`config.mk`:
```
export PLATFORM = sky130hd
export DESIGN_NAME = bilinear_scan_ctrl_flat
export DESIGN_NICKNAME = d
export VERILOG_FILES = /design/src/rtl/bilinear_pkg.sv /design/src/rtl/bilinear_scan_ctrl_if.sv /design/src/rtl/bilinear_coord_gen.sv /design/src/rtl/bilinear_scan_ctrl.sv /design/src/flat_wrapper.sv
export SDC_FILE = /design/constraint.sdc
export NUM_CORES = 1
export LEC_CHECK = 0
export BUFFER_PORTS_ARGS = -buffer_cell sky130_fd_sc_hd__buf_4
export CORE_ASPECT_RATIO = 0.7
export CORE_MARGIN = 1.5
export CORE_UTILIZATION = 55
export CTS_BUF_LIST = sky130_fd_sc_hd__clkbuf_8 sky130_fd_sc_hd__clkbuf_16
export DETAILED_ROUTE_END_ITERATION = 16
export HOLD_SLACK_MARGIN = 0.03
export PLACE_DENSITY = 0.82
export SYNTH_ARGS = -nofsm -noshare
export SYNTH_HDL_FRONTEND = slang
export SYNTH_SLANG_ARGS = --single-unit
```
`constraint.sdc`:
```
create_clock -name clk -period 11.05 [get_ports clk]
set_input_delay 0 -clock clk [delete_from_list [all_inputs] [get_ports clk]]
set_output_delay 0 -clock clk [all_outputs]
set_load 0.05 [all_outputs]
```
`src/rtl/bilinear_pkg.sv`:
```
// Shared types and constants for the bilinear scan controller.
package bilinear_pkg;

  localparam int unsigned Q_FRAC    = 8;
  localparam int unsigned DIM_W_DEF = 11;

  typedef logic [DIM_W_DEF+Q_FRAC-1:0] coord_t;

  typedef enum logic [2:0] {IDLE, CALC, FETCH, ISSUE, WAIT, OUTPUT, DONE} state_t;

  typedef enum logic [1:0] {F00, F10, F01, F11} fetch_idx_t;

endpackage

```
`src/rtl/bilinear_scan_ctrl_if.sv`:
```
// Memory, datapath and output-stream signals of the bilinear scan controller.
interface bilinear_scan_ctrl_if #(
  parameter int unsigned ADDR_W = 22
) ();
  logic              mem_req;
  logic [ADDR_W-1:0] mem_addr;
  logic              mem_ack;
  logic [7:0]        mem_rdata;
  logic              ip_valid_in;
  logic [7:0]        ip_I00, ip_I10, ip_I01, ip_I11;
  logic [7:0]        ip_alpha, ip_beta;
  logic              ip_valid_out;
  logic [7:0]        ip_pixel_out;
  logic              out_valid;
  logic              out_ready;
  logic [7:0]        out_pixel;
  logic              out_last;

  modport master (
    output mem_req, mem_addr, ip_valid_in, ip_I00, ip_I10, ip_I01, ip_I11,
           ip_alpha, ip_beta, out_valid, out_pixel, out_last,
    input  mem_ack, mem_rdata, ip_valid_out, ip_pixel_out, out_ready
  );

  modport slave (
    input  mem_req, mem_addr, ip_valid_in, ip_I00, ip_I10, ip_I01, ip_I11,
           ip_alpha, ip_beta, out_valid, out_pixel, out_last,
    output mem_ack, mem_rdata, ip_valid_out, ip_pixel_out, out_ready
  );
endinterface

```
`src/rtl/bilinear_coord_gen.sv`:
```
// Raster counters and Q8.8 source-coordinate accumulators; neighbour
// coordinates and fractions are derived combinationally from the accumulators.
module bilinear_coord_gen
  import bilinear_pkg::*;
#(
  parameter int unsigned DIM_W = DIM_W_DEF
) (
  input  logic             clk,
  input  logic             rst,
  input  logic             i_clear,
  input  logic             i_step,
  input  logic [DIM_W-1:0] i_src_w,
  input  logic [DIM_W-1:0] i_src_h,
  input  logic [DIM_W-1:0] i_dst_w,
  input  logic [DIM_W-1:0] i_dst_h,
  input  logic [15:0]      i_step_x,
  input  logic [15:0]      i_step_y,
  output logic [DIM_W-1:0] o_x0_c,
  output logic [DIM_W-1:0] o_x1_c,
  output logic [DIM_W-1:0] o_y0_c,
  output logic [DIM_W-1:0] o_y1_c,
  output logic [7:0]       o_alpha_c,
  output logic [7:0]       o_beta_c,
  output logic             o_last_c
);
  localparam int unsigned ACC_W = DIM_W + Q_FRAC;

  logic [ACC_W-1:0] r_acc_x, r_acc_y;
  logic [DIM_W-1:0] r_dx, r_dy;
  logic [DIM_W-1:0] w_x0_raw, w_y0_raw, w_src_w_m1, w_src_h_m1;
  logic             w_last_col, w_last_row;

  // Overflowing accumulation pins at all-ones; x0/y0 clamping then bounds it.
  function automatic logic [ACC_W-1:0] sat_add(input logic [ACC_W-1:0] a,
                                               input logic [15:0] s);
    logic [ACC_W:0] sum;
    sum = {1'b0, a} + (ACC_W+1)'(s);
    return sum[ACC_W] ? '1 : sum[ACC_W-1:0];
  endfunction

  assign w_src_w_m1 = i_src_w - DIM_W'(1);
  assign w_src_h_m1 = i_src_h - DIM_W'(1);
  assign w_x0_raw   = r_acc_x[ACC_W-1:Q_FRAC];
  assign w_y0_raw   = r_acc_y[ACC_W-1:Q_FRAC];
  assign w_last_col = (r_dx == i_dst_w - DIM_W'(1));
  assign w_last_row = (r_dy == i_dst_h - DIM_W'(1));

  assign o_x0_c    = (w_x0_raw > w_src_w_m1) ? w_src_w_m1 : w_x0_raw;
  assign o_y0_c    = (w_y0_raw > w_src_h_m1) ? w_src_h_m1 : w_y0_raw;
  assign o_x1_c    = (o_x0_c < w_src_w_m1) ? o_x0_c + DIM_W'(1) : w_src_w_m1;
  assign o_y1_c    = (o_y0_c < w_src_h_m1) ? o_y0_c + DIM_W'(1) : w_src_h_m1;
  assign o_alpha_c = r_acc_x[Q_FRAC-1:0];
  assign o_beta_c  = r_acc_y[Q_FRAC-1:0];
  assign o_last_c  = w_last_col && w_last_row;

  always_ff @(posedge clk or posedge rst) begin
    if (rst) begin
      r_acc_x <= '0;
      r_acc_y <= '0;
      r_dx    <= '0;
      r_dy    <= '0;
    end else if (i_clear) begin
      r_acc_x <= '0;
      r_acc_y <= '0;
      r_dx    <= '0;
      r_dy    <= '0;
    end else if (i_step) begin
      if (w_last_col) begin
        r_dx    <= '0;
        r_acc_x <= '0;
        r_dy    <= r_dy + DIM_W'(1);
        r_acc_y <= sat_add(r_acc_y, i_step_y);
      end else begin
        r_dx    <= r_dx + DIM_W'(1);
        r_acc_x <= sat_add(r_acc_x, i_step_x);
      end
    end
  end

endmodule

```
`src/rtl/bilinear_scan_ctrl.sv`:
```
// Bilinear scaler sequencer: walks the destination frame, fetches four
// neighbours per pixel, drives the interpolation datapath and streams results.
// Optional macro BILINEAR_FETCH_REUSE_EN skips fetches when (x0,y0) repeats.
module bilinear_scan_ctrl
  import bilinear_pkg::*;
#(
  parameter int unsigned DIM_W     = DIM_W_DEF,
  parameter int unsigned ADDR_W    = 22,
  parameter int unsigned BASE_ADDR = 0
) (
  input  logic                 clk,
  input  logic                 rst,
  input  logic                 start,
  input  logic [DIM_W-1:0]     src_w,
  input  logic [DIM_W-1:0]     src_h,
  input  logic [DIM_W-1:0]     dst_w,
  input  logic [DIM_W-1:0]     dst_h,
  input  logic [15:0]          step_x,
  input  logic [15:0]          step_y,
  output logic                 busy,
  output logic                 done,
  bilinear_scan_ctrl_if.master bus
);
  state_t           r_state, w_state_nxt;
  fetch_idx_t       r_fidx, w_fidx_nxt, w_fsel;
  logic [DIM_W-1:0] r_src_w, r_src_h, r_dst_w, r_dst_h;
  logic [15:0]      r_step_x, r_step_y;
  logic [DIM_W-1:0] w_x0, w_x1, w_y0, w_y1, w_fx, w_fy;
  logic [7:0]       w_alpha, w_beta;
  logic             w_last, w_clear, w_step, w_reuse;
  logic [ADDR_W-1:0] w_addr;

  logic              r_busy, r_done, r_mem_req, r_ip_valid_in, r_out_valid, r_out_last;
  logic              w_mem_req_nxt, w_ip_valid_nxt, w_out_valid_nxt, w_out_last_nxt;
  logic [ADDR_W-1:0] r_mem_addr, w_mem_addr_nxt;
  logic [3:0][7:0]   r_pix, w_pix_nxt;
  logic [7:0]        r_alpha, r_beta, r_out_pixel;
  logic [7:0]        w_alpha_nxt, w_beta_nxt, w_out_pixel_nxt;

  assign w_clear = (r_state == IDLE) && start;
  assign w_step  = (r_state == OUTPUT) && bus.out_ready;

  // Frame configuration is captured only when a frame is accepted.
  always_ff @(posedge clk or posedge rst) begin
    if (rst) begin
      r_src_w  <= '0;
      r_src_h  <= '0;
      r_dst_w  <= '0;
      r_dst_h  <= '0;
      r_step_x <= '0;
      r_step_y <= '0;
    end else if (w_clear) begin
      r_src_w  <= src_w;
      r_src_h  <= src_h;
      r_dst_w  <= dst_w;
      r_dst_h  <= dst_h;
      r_step_x <= step_x;
      r_step_y <= step_y;
    end
  end

  bilinear_coord_gen #(.DIM_W(DIM_W)) u_coord (
    .clk       (clk),
    .rst       (rst),
    .i_clear   (w_clear),
    .i_step    (w_step),
    .i_src_w   (r_src_w),
    .i_src_h   (r_src_h),
    .i_dst_w   (r_dst_w),
    .i_dst_h   (r_dst_h),
    .i_step_x  (r_step_x),
    .i_step_y  (r_step_y),
    .o_x0_c    (w_x0),
    .o_x1_c    (w_x1),
    .o_y0_c    (w_y0),
    .o_y1_c    (w_y1),
    .o_alpha_c (w_alpha),
    .o_beta_c  (w_beta),
    .o_last_c  (w_last)
  );

  // Address of the next read: F00 when leaving CALC, else the pending index.
  assign w_fsel = (r_state == FETCH) ? r_fidx : F00;
  assign w_fx   = (w_fsel == F10 || w_fsel == F11) ? w_x1 : w_x0;
  assign w_fy   = (w_fsel == F01 || w_fsel == F11) ? w_y1 : w_y0;
  assign w_addr = ADDR_W'(BASE_ADDR) + ADDR_W'(w_fy) * ADDR_W'(r_src_w) + ADDR_W'(w_fx);

`ifdef BILINEAR_FETCH_REUSE_EN
  logic             r_prev_ok;
  logic [DIM_W-1:0] r_prev_x0, r_prev_y0;

  always_ff @(posedge clk or posedge rst) begin
    if (rst) begin
      r_prev_ok <= 1'b0;
      r_prev_x0 <= '0;
      r_prev_y0 <= '0;
    end else if (w_clear) begin
      r_prev_ok <= 1'b0;
    end else if (r_state == CALC && !w_reuse) begin
      r_prev_ok <= 1'b1;
      r_prev_x0 <= w_x0;
      r_prev_y0 <= w_y0;
    end
  end

  assign w_reuse = r_prev_ok && (w_x0 == r_prev_x0) && (w_y0 == r_prev_y0);
`else
  assign w_reuse = 1'b0;
`endif

  always_comb begin
    w_state_nxt     = r_state;
    w_fidx_nxt      = r_fidx;
    w_mem_req_nxt   = 1'b0;
    w_mem_addr_nxt  = r_mem_addr;
    w_ip_valid_nxt  = 1'b0;
    w_pix_nxt       = r_pix;
    w_alpha_nxt     = r_alpha;
    w_beta_nxt      = r_beta;
    w_out_valid_nxt = r_out_valid;
    w_out_pixel_nxt = r_out_pixel;
    w_out_last_nxt  = r_out_last;
    case (r_state)
      IDLE: if (start) w_state_nxt = (dst_w == '0 || dst_h == '0) ? DONE : CALC;
      CALC: begin
        w_alpha_nxt = w_alpha;
        w_beta_nxt  = w_beta;
        if (w_reuse) begin
          w_state_nxt    = ISSUE;
          w_ip_valid_nxt = 1'b1;
        end else begin
          w_state_nxt    = FETCH;
          w_fidx_nxt     = F00;
          w_mem_req_nxt  = 1'b1;
          w_mem_addr_nxt = w_addr;
        end
      end
      FETCH: begin
        if (!r_mem_req) begin
          w_mem_req_nxt  = 1'b1;
          w_mem_addr_nxt = w_addr;
        end else if (bus.mem_ack) begin
          w_pix_nxt[r_fidx] = bus.mem_rdata;
          if (r_fidx == F11) begin
            w_state_nxt    = ISSUE;
            w_ip_valid_nxt = 1'b1;
          end else begin
            w_fidx_nxt = fetch_idx_t'(2'(r_fidx + 2'd1));
          end
        end else begin
          w_mem_req_nxt = 1'b1;
        end
      end
      ISSUE: w_state_nxt = WAIT;
      WAIT: if (bus.ip_valid_out) begin
        w_state_nxt     = OUTPUT;
        w_out_valid_nxt = 1'b1;
        w_out_pixel_nxt = bus.ip_pixel_out;
        w_out_last_nxt  = w_last;
      end
      OUTPUT: if (bus.out_ready) begin
        w_out_valid_nxt = 1'b0;
        w_out_last_nxt  = 1'b0;
        w_state_nxt     = w_last ? DONE : CALC;
      end
      DONE:    w_state_nxt = IDLE;
      default: w_state_nxt = IDLE;
    endcase
  end

  always_ff @(posedge clk or posedge rst) begin
    if (rst) begin
      r_state       <= IDLE;
      r_fidx        <= F00;
      r_busy        <= 1'b0;
      r_done        <= 1'b0;
      r_mem_req     <= 1'b0;
      r_mem_addr    <= '0;
      r_ip_valid_in <= 1'b0;
      r_pix         <= '0;
      r_alpha       <= '0;
      r_beta        <= '0;
      r_out_valid   <= 1'b0;
      r_out_pixel   <= '0;
      r_out_last    <= 1'b0;
    end else begin
      r_state       <= w_state_nxt;
      r_fidx        <= w_fidx_nxt;
      r_busy        <= (w_state_nxt != IDLE) && (w_state_nxt != DONE);
      r_done        <= (w_state_nxt == DONE);
      r_mem_req     <= w_mem_req_nxt;
      r_mem_addr    <= w_mem_addr_nxt;
      r_ip_valid_in <= w_ip_valid_nxt;
      r_pix         <= w_pix_nxt;
      r_alpha       <= w_alpha_nxt;
      r_beta        <= w_beta_nxt;
      r_out_valid   <= w_out_valid_nxt;
      r_out_pixel   <= w_out_pixel_nxt;
      r_out_last    <= w_out_last_nxt;
    end
  end

  assign busy            = r_busy;
  assign done            = r_done;
  assign bus.mem_req     = r_mem_req;
  assign bus.mem_addr    = r_mem_addr;
  assign bus.ip_valid_in = r_ip_valid_in;
  assign bus.ip_I00      = r_pix[F00];
  assign bus.ip_I10      = r_pix[F10];
  assign bus.ip_I01      = r_pix[F01];
  assign bus.ip_I11      = r_pix[F11];
  assign bus.ip_alpha    = r_alpha;
  assign bus.ip_beta     = r_beta;
  assign bus.out_valid   = r_out_valid;
  assign bus.out_pixel   = r_out_pixel;
  assign bus.out_last    = r_out_last;

endmodule

```
`src/flat_wrapper.sv`:
```
// flat-port wrapper written by rule: the top's interface ports become plain ports
module bilinear_scan_ctrl_flat import bilinear_pkg::*;
#(
  parameter int unsigned DIM_W     = DIM_W_DEF,
  parameter int unsigned ADDR_W    = 22,
  parameter int unsigned BASE_ADDR = 0
)
  (clk, rst, start, src_w, src_h, dst_w, dst_h, step_x, step_y, busy, done, bus_mem_req, bus_mem_addr, bus_ip_valid_in, bus_ip_I00, bus_ip_I10, bus_ip_I01, bus_ip_I11, bus_ip_alpha, bus_ip_beta, bus_out_valid, bus_out_pixel, bus_out_last, bus_mem_ack, bus_mem_rdata, bus_ip_valid_out, bus_ip_pixel_out, bus_out_ready);
  bilinear_scan_ctrl_if #(.ADDR_W(ADDR_W)) bus_i ();
  input  logic clk;
  input  logic rst;
  input  logic start;
  input  logic [DIM_W-1:0] src_w;
  input  logic [DIM_W-1:0] src_h;
  input  logic [DIM_W-1:0] dst_w;
  input  logic [DIM_W-1:0] dst_h;
  input  logic [15:0] step_x;
  input  logic [15:0] step_y;
  output logic busy;
  output logic done;
  output wire logic [$bits(bus_i.mem_req)-1:0] bus_mem_req;
  output wire logic [$bits(bus_i.mem_addr)-1:0] bus_mem_addr;
  output wire logic [$bits(bus_i.ip_valid_in)-1:0] bus_ip_valid_in;
  output wire logic [$bits(bus_i.ip_I00)-1:0] bus_ip_I00;
  output wire logic [$bits(bus_i.ip_I10)-1:0] bus_ip_I10;
  output wire logic [$bits(bus_i.ip_I01)-1:0] bus_ip_I01;
  output wire logic [$bits(bus_i.ip_I11)-1:0] bus_ip_I11;
  output wire logic [$bits(bus_i.ip_alpha)-1:0] bus_ip_alpha;
  output wire logic [$bits(bus_i.ip_beta)-1:0] bus_ip_beta;
  output wire logic [$bits(bus_i.out_valid)-1:0] bus_out_valid;
  output wire logic [$bits(bus_i.out_pixel)-1:0] bus_out_pixel;
  output wire logic [$bits(bus_i.out_last)-1:0] bus_out_last;
  input wire logic [$bits(bus_i.mem_ack)-1:0] bus_mem_ack;
  input wire logic [$bits(bus_i.mem_rdata)-1:0] bus_mem_rdata;
  input wire logic [$bits(bus_i.ip_valid_out)-1:0] bus_ip_valid_out;
  input wire logic [$bits(bus_i.ip_pixel_out)-1:0] bus_ip_pixel_out;
  input wire logic [$bits(bus_i.out_ready)-1:0] bus_out_ready;
  assign bus_mem_req = bus_i.mem_req;
  assign bus_mem_addr = bus_i.mem_addr;
  assign bus_ip_valid_in = bus_i.ip_valid_in;
  assign bus_ip_I00 = bus_i.ip_I00;
  assign bus_ip_I10 = bus_i.ip_I10;
  assign bus_ip_I01 = bus_i.ip_I01;
  assign bus_ip_I11 = bus_i.ip_I11;
  assign bus_ip_alpha = bus_i.ip_alpha;
  assign bus_ip_beta = bus_i.ip_beta;
  assign bus_out_valid = bus_i.out_valid;
  assign bus_out_pixel = bus_i.out_pixel;
  assign bus_out_last = bus_i.out_last;
  assign bus_i.mem_ack = bus_mem_ack;
  assign bus_i.mem_rdata = bus_mem_rdata;
  assign bus_i.ip_valid_out = bus_ip_valid_out;
  assign bus_i.ip_pixel_out = bus_ip_pixel_out;
  assign bus_i.out_ready = bus_out_ready;
  bilinear_scan_ctrl #(.DIM_W(DIM_W), .ADDR_W(ADDR_W), .BASE_ADDR(BASE_ADDR)) u_core (.clk(clk), .rst(rst), .start(start), .src_w(src_w), .src_h(src_h), .dst_w(dst_w), .dst_h(dst_h), .step_x(step_x), .step_y(step_y), .busy(busy), .done(done), .bus(bus_i));
endmodule
```
==> results of run 1 <==
==> what timing repair did <==
item,in CTS,in global routing
resized for setup,0,16
hold endpoints to repair,226,0
setup endpoints to repair,0,8
buffers inserted,0,7
hold buffers,102,0
==> per-layer routing <==
metal / vias to the layer above / GRT usage (%) / part of all wire (%)
met4: 0 / 8.58 / 2.8
met3: 115 / 5.80 / 8.0
met1: 7918 / 42.9 / 43
met5: - / 0 / 0
li1: 7507 / - / -
met2: 686 / 48.4 / 46
==> layout make-up <==
type / count / area (sq um) / area share (%)
diodes: 2 / 5.00 / 0.0229
clock buffers: 29 / 681 / 3.11
clock inverters: 14 / 156 / 0.714
inverters: 185 / 702 / 3.21
multi-input cells: 1569 / 11400 / 51.9
flip-flops and latches: 225 / 5630 / 25.7
well taps: 427 / 534 / 2.44
repair buffers: 340 / 2820 / 12.9
==> layout by cell type, fill, tap and decap left out, types with 8 or more instances in the layout <==
| cell | instances |
|---|---|
| sky130_fd_sc_hd__nand3_1 | 45 |
| sky130_fd_sc_hd__a21oi_1 | 76 |
| sky130_fd_sc_hd__and2_1 | 69 |
| sky130_fd_sc_hd__or3_1 | 17 |
| sky130_fd_sc_hd__nor2_1 | 91 |
| sky130_fd_sc_hd__o21a_1 | 16 |
| sky130_fd_sc_hd__a31oi_1 | 8 |
| sky130_fd_sc_hd__a22oi_1 | 9 |
| sky130_fd_sc_hd__o22ai_1 | 9 |
| sky130_fd_sc_hd__xnor2_1 | 47 |
| sky130_fd_sc_hd__buf_4 | 237 |
| sky130_fd_sc_hd__inv_1 | 187 |
| sky130_fd_sc_hd__xor2_1 | 41 |
| sky130_fd_sc_hd__nand4_1 | 16 |
| sky130_fd_sc_hd__nand2b_1 | 11 |
| sky130_fd_sc_hd__fa_1 | 93 |
| sky130_fd_sc_hd__nor3_1 | 41 |
| sky130_fd_sc_hd__mux2_2 | 55 |
| sky130_fd_sc_hd__nor2b_1 | 14 |
| sky130_fd_sc_hd__o211ai_1 | 10 |
| sky130_fd_sc_hd__ha_1 | 140 |
| sky130_fd_sc_hd__nand3b_1 | 8 |
| sky130_fd_sc_hd__mux2i_1 | 26 |
| sky130_fd_sc_hd__dlygate4sd3_1 | 102 |
| sky130_fd_sc_hd__and3_1 | 17 |
| sky130_fd_sc_hd__a21o_1 | 18 |
| sky130_fd_sc_hd__dfrtp_1 | 225 |
| sky130_fd_sc_hd__nand2_1 | 445 |
| sky130_fd_sc_hd__clkbuf_16 | 25 |
| sky130_fd_sc_hd__nor4_1 | 13 |
| sky130_fd_sc_hd__o21ai_0 | 111 |
==> kinds of logic after synthesis <==
family / Yosys count
xor gates and xnor gates: 89
DFF: 225
muxes: 82
AOI/OAI and AO/OA: 346
adders and majority gates: 233
buffers and inverters: 271
and+or+nand+nor: 819
==> stage by stage <==
| stage | std cells | setup TNS (ps) | utilization [%] | hold WS (ps) |
|---|---|---|---|---|
| 6_report | 2791 | 0 | 67.8 | 114 |
| 5_1_grt | 2790 | -156 | 67.8 | 113 |
| 4_1_cts | 2782 | 0 | 67.4 | 36.4 |
| 3_5_place_dp | 2637 | 0 | 61.7 | 177 |
| 3_3_place_gp | 2637 | 0 | 61.7 | 167 |
| 2_1_floorplan | 2065 | 0 | - | 105 |
==> path summary, 6_finish.rpt <==
check / startpoint / slack [ps] / cells past startpoint / endpoint
min in group asynchronous: rst / 130 / 3 / u_core.bus.ip_I10[6]$_DFFE_PP0P_
setup reg to reg: u_core.r_src_h[2]$_DFFE_PP0P_ / 530 / 43 / u_core.bus.mem_addr[20]$_DFFE_PP0P_
setup / recovery: u_core.r_src_h[2]$_DFFE_PP0P_ / 530 / 43 / u_core.bus.mem_addr[20]$_DFFE_PP0P_
hold / removal: bus_ip_valid_out / 110 / 3 / u_core.bus.out_valid$_DFFE_PP0P_
max in group asynchronous: rst / 9460 / 4 / u_core.r_src_w[0]$_DFFE_PP0P_
hold reg to reg: u_core.bus.out_pixel[1]$_DFFE_PP0P_ / 480 / 2 / u_core.bus.out_pixel[1]$_DFFE_PP0P_
==> flip-flops by register name, indices dropped and copies added (netlist names), 11 cells and up <==
| register | cells |
|---|---|
| u_core.u_coord.r_acc_y | 19 |
| u_core.r_step_x | 16 |
| u_core.r_step_y | 16 |
| u_core.r_src_h | 11 |
| u_core.bus.mem_addr | 22 |
| u_core.u_coord.r_acc_x | 19 |
| u_core.r_src_w | 11 |
| u_core.u_coord.r_dx | 11 |
| u_core.r_dst_h | 11 |
| u_core.r_dst_w | 11 |
| u_core.u_coord.r_dy | 11 |
==> worst max-delay path, delay by kind of cell (launching register included) <==
| family | cells | cell delay, ps |
|---|---|---|
| DFF | 1 | 460 |
| and+or+nand+nor | 9 | 1950 |
| adders and majority gates | 8 | 3140 |
| AOI/OAI and AO/OA | 17 | 3660 |
| muxes | 1 | 170 |
| xor gates and xnor gates | 2 | 340 |
| buffers and inverters | 6 | 620 |
==> impl_metrics.toml, run 1 <==
[status]
outcome = "finished clean"

[yosys]
most_frequently_used_flop_master_after_synthesis = "sky130_fd_sc_hd__dfrtp_1"
synth_compound_gate_area_share_pct = 12.6
synth_area_leaders = "sky130_fd_sc_hd__dfrtp_1, sky130_fd_sc_hd__fa_1, sky130_fd_sc_hd__ha_1, sky130_fd_sc_hd__nand2_1, sky130_fd_sc_hd__inv_1"
synthMuxAreaShare_pct = 4.95
post_synth_inst_count = 2065
fraction_of_synthesis_flops_using_an_asynchronous_set_or_reset_pin_pct = 100
synth_top_area_cell = "sky130_fd_sc_hd__dfrtp_1"
synth_edf_count = 0
postSynthAreaPerCell_sq_um = 8.71
synth_cell_types = 83
top_cell_type_s_share_of_synthesized_area_pct = 31.3
synth.most_common_cell = "sky130_fd_sc_hd__nand2_1"
post_synth_instance_area_sq_mm = 0.0180
yosys.area_share.simple_pct = 20.7
synth_sequential_area_ratio_pct = 31.3
synthesis.yosys.warnings = 0
combinational_family_with_the_most_area_after_synthesis = "simple AND/OR/NAND/NOR gates"
post_synth_fa_ha_maj_area_fraction_pct = 20.1
synth_top_cells_by_count = "sky130_fd_sc_hd__nand2_1, sky130_fd_sc_hd__dfrtp_1, sky130_fd_sc_hd__inv_1"
ys_ff_latch = 225
synth.net_count = 2396
yosys.area_share.xor_xnor_pct = 4.33

[sta]
hold_violations = 0
rsz0062_at_grt = "yes"
finalCritPeriodShare_pct = 95.2
max_slew_margin_pct = 31.7
fin_crit_ps = 10520
maxClockFrequency_mhz = 95.0
tightest_slew_ps = 1020
setup-violations-final = 0
worst_clock_skew_ps = 17.5
timing_max_transition_violations_final = 0
setup_slack_ps = 529

[detailed_routing]
drtIter0Drc = 1702
via_count = 16226
drt_first_pass_iters = 6
total_detailed_routing_wirelength_microns = 50600
drc = 0
wl_per_cell_microns = 18.1
detail-route-antenna-nets = 0
route.detailed.vias_per_inst = 5.81

[placed_design]
place.port_buffers = 181
dp_worst_setup_slack_ps = 283
dp_hpwl_microns = 36600
globalplace.congestion = 0.943
dpl-instance-area_sq_mm = 0.0199

[clocking]
cts.sink_count = 225
cts_root_buffer = "sky130_fd_sc_hd__clkbuf_16"
number_of_levels_in_the_clock_h_tree = 1
clk_path_buf_depth = 3
cts.clk_slew.worst_paths_ps = 70
cts-buffers-inserted = 24
cts_tree = "done"
clock_insertion_delay_worst_skew_ps = 550

[floorplan]
floorplan.io_pins = 182
floorplan.rows = 55
die_area_sq_mm = 0.0338
die_x_microns = 219
floorplan.die.height_microns = 154
floorplan.initialDensity_pct = 55.7
design.core.area_sq_mm = 0.0323

[critical_path]
critical-path-slowest-cell = "sky130_fd_sc_hd__or4_4"
timing.critical_path.required_ps = 11460
endpoint_kind = "register"
critPathArrivalTime_ps = 10940
path_max_fanout = 8
critPathMaxStageDelay_ps = 620
crit_type = "register to register"
start_kind = "register"

[global_route]
pin_count_of_the_biggest_net_entering_global_routing = 103
grt_pass1_vias = 16288
initial_antenna_violation_count = 1
grt_pass1_wl_microns = 83600
grt_overflow_total = 0
grtUsageTotal_pct = 30.6

[layout]
final_layout_size_suffix_gt1_share_pct = 16.0
layout.filler_cells = 2409
design_area_sq_mm = 0.0219
layout_area_overhead_pct = 21.7
num-nets-final = 2676

[flow_run]
drv.max_cap_violation_count = 0

[worst_hold_path]
hold_class = "primary input to register"
Power of run 1 is left out: the tool's default activity adds up to more than one toggle a clock period on the data nets, which glitch-free logic cannot reach.
==> run 2, diff against run 1 <==
Settings changed: CORE_UTILIZATION 55 to 58, PLACE_DENSITY 0.82 to 0.83.
Clock period 11.05 ns to 12.12 ns, I/O delays scaled along.
==> impl_metrics.toml, run 2 (synthesis results as in run 1) <==
[sta]
fin_setup_tns_ps = 0
worst_clock_skew_ps = 22.6
tightest_slew_ps = 1100
timing_max_transition_violations_final = 0
setup_slack_ps = 684
finalCritPeriodShare_pct = 94.4
maxClockFrequency_mhz = 87.4
setup-violations-final = 0
fin_crit_ps = 11440
rsz0062_at_grt = "no"
max_slew_margin_pct = 26.9
hold_violations = 0

[layout]
largest_register_ffs = 22
num-nets-final = 2651
layout_area_overhead_pct = 20.1
layout.filler_cells = 2166
mostFrequentLayoutCells = "sky130_fd_sc_hd__nand2_1, sky130_fd_sc_hd__dfrtp_1, sky130_fd_sc_hd__buf_4"
fin_util_pct = 71.4
layout.cells.most_common = "sky130_fd_sc_hd__nand2_1"
final_layout_size_suffix_gt1_share_pct = 14.8

[placed_design]
dp_worst_setup_slack_ps = 700
globalplace.congestion = 0.926
place.port_buffers = 181
dp_hpwl_microns = 34200

[critical_path]
critical-path-slowest-cell = "sky130_fd_sc_hd__a21boi_2"
worst-path-buf-inv = 8
endpoint_kind = "register"
crit_type = "register to register"
start_kind = "register"
timing.critical_path.max_delay_family = "compound AO/OA/AOI/OAI gates"
critPathArrivalTime_ps = 11840
rrSetupSlack_ps = 680
critPathMaxStageDelay_ps = 600
timing.critical_path.required_ps = 12530
path_max_fanout = 16

[flow_run]
drv.max_cap_violation_count = 0

[clocking]
cts_root_buffer = "sky130_fd_sc_hd__clkbuf_16"
cts.clk_slew.worst_paths_ps = 70
clock_insertion_delay_worst_skew_ps = 550
cts_tree = "done"
cts-buffers-inserted = 24
clk_path_buf_depth = 3
number_of_levels_in_the_clock_h_tree = 1
cts.sink_count = 225

[global_route]
grtUsageTotal_pct = 31.9
grt_overflow_total = 0
grt_pass1_wl_microns = 81700
initial_antenna_violation_count = 1
grt_pass1_vias = 16211
pin_count_of_the_biggest_net_entering_global_routing = 155

[floorplan]
floorplan.die.height_microns = 150
floorplan.io_pins = 182
die_x_microns = 213
design.core.area_sq_mm = 0.0302
floorplan.initialDensity_pct = 59.5
floorplan.rows = 53
die_area_sq_mm = 0.0321

[detailed_routing]
drtIter0Drc = 1331
wl_per_cell_microns = 18.2
drt_first_pass_iters = 8
total_detailed_routing_wirelength_microns = 50100
detail-route-antenna-nets = 0
route.detailed.vias_per_inst = 5.87
drc = 0
via_count = 16136

[status]
outcome = "finished clean"

[worst_hold_path]
hold_class = "primary input to register"
## run 2: cell types whose count changed in the layout (fill, tap and decap cells not counted), moves of 2 or more
cell and delta:
sky130_fd_sc_hd__clkbuf_8 -2, sky130_fd_sc_hd__o21ai_1 -2, sky130_fd_sc_hd__buf_4 -26, sky130_fd_sc_hd__o21ai_0 +2
sky130_fd_sc_hd__inv_1 -2, sky130_fd_sc_hd__a31oi_2 -2, sky130_fd_sc_hd__dlygate4sd3_1 +2, sky130_fd_sc_hd__a31oi_1 +2
sky130_fd_sc_hd__clkinv_4 +2
## run 2: worst paths after layout
check                                               startpoint                             endpoint  cells after the start
setup / recovery                 u_core.r_src_w[2]$_DFFE_PP0P_  u_core.bus.mem_addr[20]$_DFFE_PP0P_                     43
setup reg to reg                 u_core.r_src_w[2]$_DFFE_PP0P_  u_core.bus.mem_addr[20]$_DFFE_PP0P_                     43
max in group asynchronous                                  rst        u_core.r_src_w[0]$_DFFE_PP0P_                      4
min in group asynchronous                                  rst     u_core.bus.ip_I10[6]$_DFFE_PP0P_                      3
hold / removal                                           start        u_core.r_src_h[9]$_DFFE_PP0P_                      4
hold reg to reg            u_core.bus.out_pixel[6]$_DFFE_PP0P_  u_core.bus.out_pixel[6]$_DFFE_PP0P_                      2
## run 2: through the flow
step | cells | hold slack [ps] | instance area, sq um
2_1_floorplan | 2065 | 105 | 18000
3_3_place_gp | 2599 | 190 | 19700
3_5_place_dp | 2599 | 196 | 19700
4_1_cts | 2745 | 54.2 | 21600
5_1_grt | 2749 | 105 | 21600
6_report | 2749 | 97.6 | 21600
## run 2: worst register-to-register path, delay by kind of cell (launching register included)
| kind | cells | cell delay, ps |
|---|---|---|
| compound gates | 18 | 3690 |
| fa+ha+maj | 7 | 2990 |
| simple gates | 7 | 2130 |
| buf+inv | 8 | 1260 |
| xor+xnor | 2 | 480 |
| mux | 1 | 380 |
| flops | 1 | 360 |
## run 2: layout make-up
cell class              count  area [sq um]  share of cell area [%]
inverters                 185           702                    3.25
diodes                      1          2.50                  0.0116
well taps                 412           515                    2.39
clock inverters            15           149                   0.689
repair buffers            315          2630                    12.2
flip-flops and latches    225          5630                    26.1
multi-input cells        1569         11300                    52.4
clock buffers              27           653                    3.02
## run 2: repair_timing
item / 4_1_cts / 5_1_grt
endpoints found under the hold margin: 279 / 0
hold buffers: 104 / 0
endpoints found under the setup margin: 0 / 4
gates resized for setup: 0 / 3
setup buffers: 0 / 3
## run 2: layer usage
metal	GRT usage (%)	part of all wire, %	vias up
li1	-	-	7450
met1	43.6	43	7838
met2	50.6	46	703
met3	5.76	7.6	145
met4	12.5	3.8	0
met5	0	0	-
Power of run 2 is left out for the same reason.
==> run 3, diff against run 2 <==
Settings changed: ABC_AREA set to 1.
==> impl_metrics.toml, run 3 <==
[worst_hold_path]
hold_path_depth = 5
holdPathEnd = "u_core.r_step_x[10]$_DFFE_PP0P_"
hold_class = "primary input to register"
hp-start = "start"

[floorplan]
floorplan.rows = 53
floorplan.die.height_microns = 150
die_area_sq_mm = 0.0319
design.core.area_sq_mm = 0.0302
floorplan.initialDensity_pct = 59.3
die_x_microns = 213
floorplan.io_pins = 182

[yosys]
post_synth_instance_area_sq_mm = 0.0179
synth_top_area_cell = "sky130_fd_sc_hd__dfrtp_1"
post_synth_inst_count = 2268
ys_ff_latch = 225
synth_cell_types = 56
postSynthAreaPerCell_sq_um = 7.89
synth.most_common_cell = "sky130_fd_sc_hd__nand2_1"
synth_edf_count = 0
synth_area_leaders = "sky130_fd_sc_hd__dfrtp_1, sky130_fd_sc_hd__nand2_1, sky130_fd_sc_hd__fa_1, sky130_fd_sc_hd__ha_1, sky130_fd_sc_hd__inv_1"
top_cell_type_s_share_of_synthesized_area_pct = 31.5
synth_top_cells_by_count = "sky130_fd_sc_hd__nand2_1, sky130_fd_sc_hd__inv_1, sky130_fd_sc_hd__dfrtp_1"
most_frequently_used_flop_master_after_synthesis = "sky130_fd_sc_hd__dfrtp_1"
fraction_of_synthesis_flops_using_an_asynchronous_set_or_reset_pin_pct = 100
synth_sequential_area_ratio_pct = 31.5
synthesis.yosys.warnings = 0
synth.net_count = 2599

[critical_path]
critPathMaxStageDelay_ps = 590
rr_worst_depth = 46
critPathArrivalTime_ps = 10850
crit_type = "register to register"
path_max_fanout = 19
reg2reg_from = "u_core.r_src_w[0]$_DFFE_PP0P_"
worstReg2RegEnd = "u_core.bus.mem_addr[21]$_DFFE_PP0P_"
critical-path-slowest-cell = "sky130_fd_sc_hd__o21ai_0"
timing.critical_path.required_ps = 12540
rrSetupSlack_ps = 1690
start_kind = "register"
endpoint_kind = "register"
cpMostUsedCell = "sky130_fd_sc_hd__nand2_1"

[sta]
hold_violations = 0
worst_clock_skew_ps = 20.9
setup-violations-final = 0
finalCritPeriodShare_pct = 86.0
timing_max_transition_violations_final = 0
fin_setup_tns_ps = 0
maxClockFrequency_mhz = 95.9
tightest_slew_ps = 1180
max_slew_margin_pct = 21.5
rsz0062_at_grt = "no"
fin_crit_ps = 10430

[layout]
mostFrequentLayoutCells = "sky130_fd_sc_hd__nand2_1, sky130_fd_sc_hd__inv_1, sky130_fd_sc_hd__dfrtp_1"
num-nets-final = 2858
layout.cells.most_common = "sky130_fd_sc_hd__nand2_1"
antenna_cells_inserted = 0
layout.filler_cells = 2266
largest_register_ffs = 22
final_layout_size_suffix_gt1_share_pct = 13.3
layout_area_overhead_pct = 19.6
final-instance-count-excl-fill = 2956

[placed_design]
placed_cells = 2809
dp_hpwl_microns = 37800
place.port_buffers = 181
globalplace.congestion = 0.973

[detailed_routing]
detail-route-antenna-nets = 0
drc = 0
via_count = 16750
route.detailed.vias_per_inst = 5.67
drt_first_pass_iters = 8
wl_per_cell_microns = 18.1
drtIter0Drc = 1613
total_detailed_routing_wirelength_microns = 53500

[global_route]
initial_antenna_violation_count = 0
grt_overflow_total = 0
grt_pass1_vias = 17127
grt_pass1_wl_microns = 87400
grtUsageTotal_pct = 34.5
pin_count_of_the_biggest_net_entering_global_routing = 115

[clocking]
cts.sink_count = 225
cts_setup_buffers = 0
clk_path_buf_depth = 3
clock_insertion_delay_worst_skew_ps = 550
number_of_levels_in_the_clock_h_tree = 1
cts_root_buffer = "sky130_fd_sc_hd__clkbuf_16"
cts.clk_slew.worst_paths_ps = 70
cts_tree = "done"
cts-buffers-inserted = 24

[flow_run]
drv.max_cap_violation_count = 0

[status]
outcome = "finished clean"
-- run 3: cell types whose count changed after synthesis, moves of 29 or more --
cell,before,now
sky130_fd_sc_hd__and2_1,69,0
sky130_fd_sc_hd__inv_1,184,293
sky130_fd_sc_hd__mux2_2,55,0
sky130_fd_sc_hd__nand2_1,445,585
sky130_fd_sc_hd__nand2_2,1,30
sky130_fd_sc_hd__nand3_1,46,114
sky130_fd_sc_hd__nor2_1,91,123
sky130_fd_sc_hd__o21ai_0,114,198
-- run 3: layout make-up --
cell class                 count  area [sq um]  share of cell area, %
inverter                     303          1150                   5.37
sequential                   225          5630                   26.3
clock inverter                11          90.1                  0.421
timing repair buffer         293          2460                   11.5
clock buffer                  32           711                   3.32
tap                          412           515                   2.41
multi-input combinational   1680         10800                   50.7
-- run 3: worst max path at each step --
stage / from / endpoint / slack (ps) / cells after the start
floorplan: u_core.r_src_h[0]$_DFFE_PP0P_ / u_core.bus.mem_addr[20]$_DFFE_PP0P_ / 3920 / 54
global placement: u_core.r_src_w[0]$_DFFE_PP0P_ / u_core.bus.mem_addr[21]$_DFFE_PP0P_ / 2430 / 48
detailed placement: u_core.r_src_w[0]$_DFFE_PP0P_ / u_core.bus.mem_addr[21]$_DFFE_PP0P_ / 2030 / 48
CTS: u_core.r_src_w[0]$_DFFE_PP0P_ / u_core.bus.mem_addr[21]$_DFFE_PP0P_ / 1900 / 46
global route: u_core.r_src_w[0]$_DFFE_PP0P_ / u_core.bus.mem_addr[21]$_DFFE_PP0P_ / 710 / 49
finish: u_core.r_src_w[0]$_DFFE_PP0P_ / u_core.bus.mem_addr[21]$_DFFE_PP0P_ / 1690 / 46
-- run 3: logic make-up (layout without fill, tap and decap cells) --
group                      after synthesis  after routing  share of synthesized area (%)
AOI/OAI and AO/OA                      365            365                           11.1
xor gates and xnor gates                91             91                           4.46
adders and majority gates              233            233                           20.2
buffers and inverters                  363            639                           7.92
DFF                                    225            225                           31.5
muxes                                    1              1                         0.0560
and+or+nand+nor                        990            990                           24.8
-- run 3: per-stage QoR --
stage / setup WS (ps) / hold slack, ps / util (%) / instance area [sq um]
floorplan: 3920 / 110 / - / 17900
global placement: 2430 / 182 / 64.8 / 19600
detailed placement: 2030 / 191 / 64.8 / 19600
CTS: 1900 / 127 / 70.9 / 21400
global route: 713 / 167 / 70.9 / 21400
finish: 1690 / 140 / 70.9 / 21400
-- run 3: repair_timing --
| action | 4_1_cts | 5_1_grt |
|---|---|---|
| resized for setup | 0 | 0 |
| endpoints found under the hold margin | 223 | 0 |
| hold buffers | 104 | 0 |
-- run 3: critical path: cells and delay by family, from the launching register on --
| kind | cells | cell delay, ps |
|---|---|---|
| adders and majority gates | 7 | 2970 |
| buffers and inverters | 6 | 1060 |
| xor gates and xnor gates | 1 | 230 |
| DFF | 1 | 570 |
| AOI/OAI and AO/OA | 9 | 2290 |
| and+or+nand+nor | 23 | 3170 |
-- run 3: routing by layer --
| layer | up-vias | global-route usage, % | share of wire [%] |
|---|---|---|---|
| li1 | 7810 | - | - |
| met1 | 8064 | 48.7 | 44 |
| met2 | 777 | 55.0 | 46 |
| met3 | 99 | 6.67 | 8.3 |
| met4 | 0 | 7.70 | 2.1 |
| met5 | - | 0.627 | 0 |
Power of run 3 is left out for the same reason.
